--- src/rtl/apb_fabric_req_bridge_pkg.sv ---
`default_nettype none
// ============================================================================
// Package     : proj_param_pkg / apb_fabric_pkg
// Description : Project-wide APB widths and the shared types of the APB
//               request bridge (FSM state encoding, response bundle).
// Revision    : 1.0 - initial release
// ============================================================================

package proj_param_pkg;
  localparam int unsigned PROJ_PADDR = 32;
  localparam int unsigned PROJ_PDATA = 32;
endpackage : proj_param_pkg

package apb_fabric_pkg;

  // Bridge sequencer states; one full APB transfer walks all four in order.
  typedef enum logic [1:0] {
    IDLE   = 2'd0,
    SETUP  = 2'd1,
    ACCESS = 2'd2,
    RESP   = 2'd3
  } apb_br_state_e;

  // Byte-strobe width for the project data bus.
  localparam int unsigned PSTRB = proj_param_pkg::PROJ_PDATA / 8;

  // Response bundle at project data width.
  typedef struct packed {
    logic [proj_param_pkg::PROJ_PDATA-1:0] rdata;
    logic                                  err;
    logic                                  timeout;
  } apb_br_rsp_t;

endpackage : apb_fabric_pkg
`default_nettype wire

--- src/rtl/apb_fabric_req_bridge.sv ---
`default_nettype none
// ============================================================================
// Module      : apb_fabric_req_bridge
// Description : Converts a valid/ready request into one APB3/APB4 master
//               transfer (SETUP -> ACCESS) and returns the result on a
//               valid/ready response channel. Slave wait states are bounded
//               by a timeout. Exactly one transfer outstanding.
// Ports       : pclk/presetn        clock, async active-low reset
//               req_*               request channel (valid/ready)
//               rsp_*               response channel (valid/ready)
//               psel..pstrb         APB master outputs
//               pready/prdata/pslverr APB slave inputs
// Revision    : 1.0 - initial release
// ============================================================================

module apb_fabric_req_bridge
  import apb_fabric_pkg::*;
#(
  parameter int unsigned PADDR   = proj_param_pkg::PROJ_PADDR,
  parameter int unsigned PDATA   = proj_param_pkg::PROJ_PDATA,
  parameter int unsigned TIMEOUT = 16
) (
  input  logic               pclk,
  input  logic               presetn,
  // request channel
  input  logic               req_valid,
  output logic               req_ready,
  input  logic               req_write,
  input  logic [PADDR-1:0]   req_addr,
  input  logic [PDATA-1:0]   req_wdata,
  input  logic [PDATA/8-1:0] req_strb,
  // response channel
  output logic               rsp_valid,
  input  logic               rsp_ready,
  output logic [PDATA-1:0]   rsp_rdata,
  output logic               rsp_err,
  output logic               rsp_timeout,
  // APB master
  output logic               psel,
  output logic               penable,
  output logic               pwrite,
  output logic [PADDR-1:0]   paddr,
  output logic [PDATA-1:0]   pwdata,
  output logic [PDATA/8-1:0] pstrb,
  input  logic               pready,
  input  logic [PDATA-1:0]   prdata,
  input  logic               pslverr
);

  localparam int unsigned STRB_W    = PDATA / 8;
  localparam int unsigned CNT_W     = (TIMEOUT > 1) ? $clog2(TIMEOUT) : 1;
  localparam int unsigned CNT_MAX_I = (TIMEOUT > 0) ? (TIMEOUT - 1) : 0;
  localparam logic [CNT_W-1:0] CNT_MAX = CNT_W'(CNT_MAX_I);

  apb_br_state_e     state_q, state_d;
  logic              pwrite_q, pwrite_d;
  logic [PADDR-1:0]  paddr_q, paddr_d;
  logic [PDATA-1:0]  pwdata_q, pwdata_d;
  logic [STRB_W-1:0] pstrb_q, pstrb_d;
  logic [PDATA-1:0]  rsp_rdata_q, rsp_rdata_d;
  logic              rsp_err_q, rsp_err_d;
  logic              rsp_timeout_q, rsp_timeout_d;
  logic [CNT_W-1:0]  cnt_q, cnt_d;

  logic req_hs;
  logic timeout_hit;

  assign req_hs = (state_q == IDLE) && req_valid;

  // A pready coinciding with the limit cycle takes priority, so the abort
  // condition is qualified with !pready.
  assign timeout_hit = (TIMEOUT != 0) && (cnt_q == CNT_MAX) && !pready;

  // --------------------------------------------------------------------------
  // State register
  // --------------------------------------------------------------------------
  always_ff @(posedge pclk or negedge presetn) begin
    if (!presetn) begin
      state_q <= IDLE;
    end else begin
      state_q <= state_d;
    end
  end

  // --------------------------------------------------------------------------
  // Next-state logic
  // --------------------------------------------------------------------------
  always_comb begin
    state_d = state_q;
    case (state_q)
      IDLE:    if (req_valid)             state_d = SETUP;
      SETUP:                              state_d = ACCESS;
      ACCESS:  if (pready || timeout_hit) state_d = RESP;
      RESP:    if (rsp_ready)             state_d = IDLE;
      default:                            state_d = IDLE;
    endcase
  end

  // --------------------------------------------------------------------------
  // Output decode; combinational from state so a reset drops psel at once.
  // --------------------------------------------------------------------------
  always_comb begin
    req_ready = 1'b0;
    psel      = 1'b0;
    penable   = 1'b0;
    rsp_valid = 1'b0;
    case (state_q)
      IDLE:    req_ready = 1'b1;
      SETUP:   psel      = 1'b1;
      ACCESS: begin
        psel    = 1'b1;
        penable = 1'b1;
      end
      RESP:    rsp_valid = 1'b1;
      default: req_ready = 1'b0;
    endcase
  end

  // --------------------------------------------------------------------------
  // Datapath: request capture, response capture, wait-state counter
  // --------------------------------------------------------------------------
  always_comb begin
    pwrite_d      = pwrite_q;
    paddr_d       = paddr_q;
    pwdata_d      = pwdata_q;
    pstrb_d       = pstrb_q;
    rsp_rdata_d   = rsp_rdata_q;
    rsp_err_d     = rsp_err_q;
    rsp_timeout_d = rsp_timeout_q;
    cnt_d         = cnt_q;

    if (req_hs) begin
      pwrite_d = req_write;
      paddr_d  = req_addr;
      pwdata_d = req_wdata;
      pstrb_d  = req_write ? req_strb : '0;
      cnt_d    = '0;
    end

    if (state_q == ACCESS) begin
      if (pready) begin
        rsp_rdata_d   = pwrite_q ? '0 : prdata;
        rsp_err_d     = pslverr;
        rsp_timeout_d = 1'b0;
      end else if (timeout_hit) begin
        rsp_rdata_d   = '0;
        rsp_err_d     = 1'b1;
        rsp_timeout_d = 1'b1;
      end else if ((TIMEOUT != 0) && (cnt_q != CNT_MAX)) begin
        cnt_d = cnt_q + CNT_W'(1);
      end
    end

    if ((state_q == RESP) && rsp_ready) begin
      cnt_d = '0;
    end
  end

  always_ff @(posedge pclk or negedge presetn) begin
    if (!presetn) begin
      pwrite_q      <= 1'b0;
      paddr_q       <= '0;
      pwdata_q      <= '0;
      pstrb_q       <= '0;
      rsp_rdata_q   <= '0;
      rsp_err_q     <= 1'b0;
      rsp_timeout_q <= 1'b0;
      cnt_q         <= '0;
    end else begin
      pwrite_q      <= pwrite_d;
      paddr_q       <= paddr_d;
      pwdata_q      <= pwdata_d;
      pstrb_q       <= pstrb_d;
      rsp_rdata_q   <= rsp_rdata_d;
      rsp_err_q     <= rsp_err_d;
      rsp_timeout_q <= rsp_timeout_d;
      cnt_q         <= cnt_d;
    end
  end

  assign pwrite      = pwrite_q;
  assign paddr       = paddr_q;
  assign pwdata      = pwdata_q;
  assign pstrb       = pstrb_q;
  assign rsp_rdata   = rsp_rdata_q;
  assign rsp_err     = rsp_err_q;
  assign rsp_timeout = rsp_timeout_q;

endmodule : apb_fabric_req_bridge
`default_nettype wire

--- config.mk ---
export PLATFORM = sky130hd
export DESIGN_NAME = apb_fabric_req_bridge
export DESIGN_NICKNAME = d
export VERILOG_FILES = /design/src/rtl/apb_fabric_req_bridge_pkg.sv /design/src/rtl/apb_fabric_req_bridge.sv
export SDC_FILE = /design/constraint.sdc
export NUM_CORES = 1
export LEC_CHECK = 0
export ABC_AREA = 1
export CORE_MARGIN = 2
export CORE_UTILIZATION = 42
export CTS_BUF_LIST = sky130_fd_sc_hd__clkbuf_4 sky130_fd_sc_hd__clkbuf_8
export DETAILED_ROUTE_END_ITERATION = 12
export PLACE_DENSITY = 0.83
export REMOVE_ABC_BUFFERS = 1
export SLEW_MARGIN = 10
export SYNTH_ARGS = -nofsm -noshare
export SYNTH_HDL_FRONTEND = slang
export SYNTH_SLANG_ARGS = --single-unit
--- constraint.sdc ---
create_clock -name pclk -period 1.9 [get_ports pclk]
set_input_delay 0.19 -clock pclk [delete_from_list [all_inputs] [get_ports pclk]]
set_output_delay 0.19 -clock pclk [all_outputs]
set_load 0.05 [all_outputs]
---- Word level (Yosys, flattened, before mapping) ----
Cells that the tools add are included.
word-level totals
  flip-flop bits (word level) ............. 109
cells by class
  add/subtract/negate cells ............... 1
  equality and inequality tests ........... 8
  mux-type cells .......................... 21
  reductions and logical operators ........ 10
operators by type and width
  operator                                                          count
  32-bit 2-to-1 mux                                                 3
  4-bit 2-to-1 mux                                                  7
  2-bit case mux with 4 select lines                                1
  1-bit 2-to-1 mux                                                  7
  2-bit 2-to-1 mux                                                  3
  2-bit != test (second input constant)                             3
  4-bit by 1-bit adder with 4-bit output (second input constant)    1
  2-bit == test (second input constant)                             2
  4-bit == test (second input constant)                             1
  4-bit != test (second input constant)                             1
  1-bit logical AND                                                 3
  3-bit AND reduction                                               1
  2-bit by 1-bit == test with 1-bit output (second input constant)  1
  2-bit zero test                                                   1
  2-bit AND reduction                                               1
  2-bit nonzero test                                                1
  2-bit OR reduction                                                1
  1-bit zero test                                                   1
  1-bit logical OR                                                  1

---- Depth between registers and ports, before layout ----
Gate-level depths: netlist of the first run.
  word-level depth ........................ 8
  gate-level depth with buffers ........... 8
  depth with buffers taken out ............ 8

---- Least setup slack after synthesis of the first run ----
OpenSTA, ideal clock, no wires.
  path kind ............................... flip-flop to flip-flop
  from .................................... reg state_q[0]
  to ...................................... reg pwrite_q (netlist: pwrite)
  setup time .............................. 0.066 ns
  arrival time ............................ 1.708 ns
  data required time ...................... 1.834 ns
  slack ................................... 0.126 ns
  cell stages (with the launch flop) ...... 9
  path buffers ............................ 2
  path through ............................ dfrtp_1 -> inv_1 -> ha_1 -> nand2_1 -> inv_1 -> buf_2 -> buf_2 -> nand2_1 -> nand2_1
on the way
  word-level cells in the longest chain between the ends .. 2
ends and longest elaborated chain
  item                      RTL line                      source
  start: declaration        apb_fabric_req_bridge.sv:55   apb_br_state_e state_q, state_d;
  start signal: assignment  apb_fabric_req_bridge.sv:81   state_q <= state_d;
  2-bit zero test           apb_fabric_req_bridge.sv:68   assign req_hs = (state_q == IDLE) && req_valid;
  1-bit logical AND         apb_fabric_req_bridge.sv:68
  end signal: assignment    apb_fabric_req_bridge.sv:170  pwrite_q <= pwrite_d;
  end: declaration          apb_fabric_req_bridge.sv:56   logic pwrite_q, pwrite_d;
Every way passes these cells.
A chain may end at the register's enable or synchronous reset.

---- Worst setup path in the final report of the first run ----
  from .................................... reg pwrite_q (netlist: pwrite)
  to ...................................... out pwrite
RTL lines
  item              RTL line                     source
  end: declaration  apb_fabric_req_bridge.sv:41  output logic pwrite,
No word-level cell between the ends.

==> summary.json, run 1 <==
{
  "max_stage_delay": {"value": 0.85, "unit": "ns"},
  "clk-insertion-delay-late": {"value": 0.36, "unit": "ns"},
  "post-dp-hpwl": {"value": 8920, "unit": "um"},
  "crit_chain": {"value": "clkdlybuf4s50_1"},
  "boundaryPins": {"value": 214},
  "die_h": {"value": 106, "unit": "um"},
  "vdd_ir_drop_max": {"value": 0.000962, "unit": "V"},
  "finalNetCount": {"value": 821},
  "place_worst_setup_slack": {"value": 0.266, "unit": "ns"},
  "placedInstanceArea": {"value": 0.00665, "unit": "sq mm"},
  "pwr-share-seq": {"value": 29.8, "unit": "%"},
  "timing_worst_setup_path_type": {"value": "reg2out"},
  "setup_slack": {"value": 0.0791, "unit": "ns"},
  "setup_viol_count_final": {"value": 0},
  "initial_core_util": {"value": 42.9, "unit": "%"},
  "critical-path-slowest-cell": {"value": "sky130_fd_sc_hd__clkdlybuf4s50_1"},
  "ctsLongestPathBuffers": {"value": 2},
  "max_slew.worst_pin.slew": {"value": 0.560, "unit": "ns"},
  "fmax": {"value": 0.549, "unit": "GHz"},
  "worst_setup_path_start_kind": {"value": "flop"},
  "worst-endpoint-arrival": {"value": 1.63, "unit": "ns"},
  "syn_to_final_growth": {"value": 57.0, "unit": "%"},
  "mostFrequentLayoutCell": {"value": "sky130_fd_sc_hd__nand2_1"},
  "drc": {"value": 0},
  "most-common-layout-cells": {"value": "291 x sky130_fd_sc_hd__nand2_1, 208 x sky130_fd_sc_hd__clkdlybuf4s50_1, 109 x sky130_fd_sc_hd__dfrtp_1"},
  "die_area": {"value": 0.0113, "unit": "sq mm"},
  "count_of_buffers_added_by_post_cts_timing_repair_for_setup": {"value": 0},
  "cts_made_buffers": {"value": 9},
  "globalRouteTotalUtil": {"value": 21.9, "unit": "%"},
  "pwr-share-comb": {"value": 58.2, "unit": "%"},
  "p_int": {"value": 0.00643, "unit": "W"},
  "slew_headroom": {"value": 62.5, "unit": "%"},
  "postLayoutCellArea": {"value": 0.00689, "unit": "sq mm"},
  "timing.hold.ws": {"value": 0.354, "unit": "ns"},
  "power_leakage": {"value": 3.30, "unit": "nW"},
  "tritoncts": {"value": "built"},
  "drive_gt1_share": {"value": 5.60, "unit": "%"},
  "status": {"value": "finished, final reports clean"},
  "vias_in_the_first_global_route": {"value": 4042},
  "power.share.clock": {"value": 12.0, "unit": "%"},
  "row_cnt": {"value": 37},
  "pin_count_of_the_biggest_net_entering_global_routing": {"value": 69},
  "postLayoutCoreUtil": {"value": 67.3, "unit": "%"},
  "num_antenna_cells": {"value": 0},
  "mappedNetlistArea": {"value": 0.00438, "unit": "sq mm"},
  "avgViaCountPerCell": {"value": 4.73},
  "synthCells": {"value": 501},
  "numPortBuffers": {"value": 213},
  "drt_iter0_markers": {"value": 250},
  "critPathBufInv": {"value": 1},
  "grt_pass1_wl": {"value": 19500, "unit": "um"},
  "fraction_of_power_spent_switching_nets": {"value": 49.7, "unit": "%"},
  "drt_pass1_iterations": {"value": 7},
  "period_share": {"value": 95.8, "unit": "%"},
  "max_cap_viol_count": {"value": 0},
  "clock_skew": {"value": 0.00811, "unit": "ns"},
  "global_route.overflow_total": {"value": 0},
  "num_vias": {"value": 4018},
  "worst-path-max-fanout": {"value": 3},
  "final-hold-violation-count": {"value": 0},
  "syn_avg_cell_area": {"value": 8.75, "unit": "sq um"},
  "post_drt_wl_per_cell": {"value": 14.3, "unit": "um"},
  "routed_wl": {"value": 12100, "unit": "um"},
  "total_switching_power": {"value": 0.00636, "unit": "W"},
  "worstSetupEndpointType": {"value": "output port"},
  "cts.sinks": {"value": 109},
  "dieWidth": {"value": 106, "unit": "um"},
  "synth-warning-count": {"value": 0},
  "maxSlewViolCount": {"value": 0},
  "cpLargestDelayFamily": {"value": "buffers and inverters"},
  "count_of_cell_types_in_the_netlist": {"value": 19},
  "hold_path.class": {"value": "in2reg"},
  "yosys_register_bits": {"value": 109},
  "root_buffer_cell": {"value": "sky130_fd_sc_hd__clkbuf_8"},
  "routabilityCongestion": {"value": 0.767},
  "final_ant_viol_nets": {"value": 0},
  "cts-htree-levels": {"value": 3},
  "grt_setup_unrepaired": {"value": "no"},
  "core_region_area": {"value": 0.0102, "unit": "sq mm"},
  "period_needed": {"value": 1.82, "unit": "ns"},
  "grt_antenna_before_repair": {"value": 0},
  "worst_ep_required_time": {"value": 1.71, "unit": "ns"},
  "pwr_density_cell": {"value": 1860, "unit": "mW/mm^2"},
  "clock_transition_time_at_the_flip_flop_clock_pins_of_the_worst_setup_and_hold_paths": {"value": 0.10, "unit": "ns"},
  "yosysSeqAreaShare": {"value": 62.2, "unit": "%"}
}
[layout make-up]
class | instances | area (sq um)
clock buffers | 10 | 138
clock inverters | 6 | 86.3
fillers | 824 | 3350
inverters | 11 | 41.3
multi-input cells | 355 | 1480
flip-flops and latches | 109 | 2730
well taps | 136 | 170
repair buffers | 223 | 2250
[state kept, by name, summed over array words and instances, names as in the netlist]
| signal | count |
|---|---|
| paddr | 32 |
| rsp_err | 1 |
| rsp_rdata | 32 |
| cnt_q | 4 |
| state_q | 2 |
| pstrb | 4 |
| pwrite | 1 |
| pwdata | 32 |
| rsp_timeout | 1 |
[what timing repair did]
| item | CTS | global route |
|---|---|---|
| hold buffers | 1 | 0 |
| endpoints found under the hold margin | 38 | 0 |
| gates resized for setup | 0 | 0 |
[worst paths after layout]
check	end	startpoint	slack, ns	cells after the start
setup / recovery	pwrite	pwrite$_DFFE_PN0P_	0.08	1
hold / removal	pwdata[6]$_DFFE_PN0P_	req_wdata[6]	0.35	3
setup reg to reg	pwdata[13]$_DFFE_PN0P_	state_q[0]$_DFFE_PN0P_	0.25	7
hold reg to reg	paddr[25]$_DFFE_PN0P_	paddr[25]$_DFFE_PN0P_	0.48	2
max in group asynchronous	pwdata[13]$_DFFE_PN0P_	presetn	0.83	3
min in group asynchronous	rsp_rdata[9]$_DFFE_PN0P_	presetn	0.36	2
[power by group through the flow]
stage | logic [W] | registers (W) | clock network [W]
2_1_floorplan | 0.00168 | 0.00687 | 0
6_report | 0.00745 | 0.00381 | 0.00153
3_5_place_dp | 0.00749 | 0.00383 | 0
3_3_place_gp | 0.00735 | 0.00379 | 0
5_1_grt | 0.00789 | 0.00393 | 0.00167
4_1_cts | 0.00751 | 0.00381 | 0.00158
[logic make-up (layout without fill, tap and decap cells)]
family	count (synthesis)	in the layout	synth area share, %
simple gates	308	308	27.0
fa+ha+maj	5	5	1.43
flops	109	109	62.2
buf+inv	37	250	4.20
compound gates	42	42	5.19
[cell usage after synthesis, drive strengths merged]
cell type,n,area [sq um]
nand2,293,1100
dfrtp,109,2730
o21ai,40,215
buf,21,124
inv,11,41.3
nor2,8,37.5
clkbuf,5,18.8
ha,5,62.6
nand3,5,30.0
a21oi,1,5.00
nand4,1,6.26
o21bai,1,7.51
or2,1,6.26
[per-layer routing]
layer | global-route usage, % | routed length [um]
met2 | 36.6 | 5760
met1 | 27.2 | 5090
met4 | 7.89 | 280
met5 | 0 | 0
met3 | 6.07 | 1020
[through the flow]
| step | setup TNS (ns) | power [W] | std cells |
|---|---|---|---|
| after floorplan | -125.26 | 0.00855 | 475 |
| after global placement | 0 | 0.0111 | 833 |
| after detailed placement | 0 | 0.0113 | 833 |
| after CTS | 0 | 0.0129 | 850 |
| after global routing | 0 | 0.0135 | 850 |
| final | 0 | 0.0128 | 850 |
No activity file was read; power rests on OpenSTA's default activity.
==> inputs of run 2 (changes only) <==
--- a/config.mk
+++ b/config.mk
@@ -9,6 +9,7 @@
 export CORE_MARGIN = 2
 export CORE_UTILIZATION = 42
 export CTS_BUF_LIST = sky130_fd_sc_hd__clkbuf_4 sky130_fd_sc_hd__clkbuf_8
+export CTS_CLUSTER_DIAMETER = 100
 export DETAILED_ROUTE_END_ITERATION = 12
 export PLACE_DENSITY = 0.83
 export REMOVE_ABC_BUFFERS = 1
@@ -16,3 +17,4 @@
 export SYNTH_ARGS = -nofsm -noshare
 export SYNTH_HDL_FRONTEND = slang
 export SYNTH_SLANG_ARGS = --single-unit
+export TNS_END_PERCENT = 1
==> results of run 2 <==
The final DEF is identical to that of run 1; final timing and power are the same.
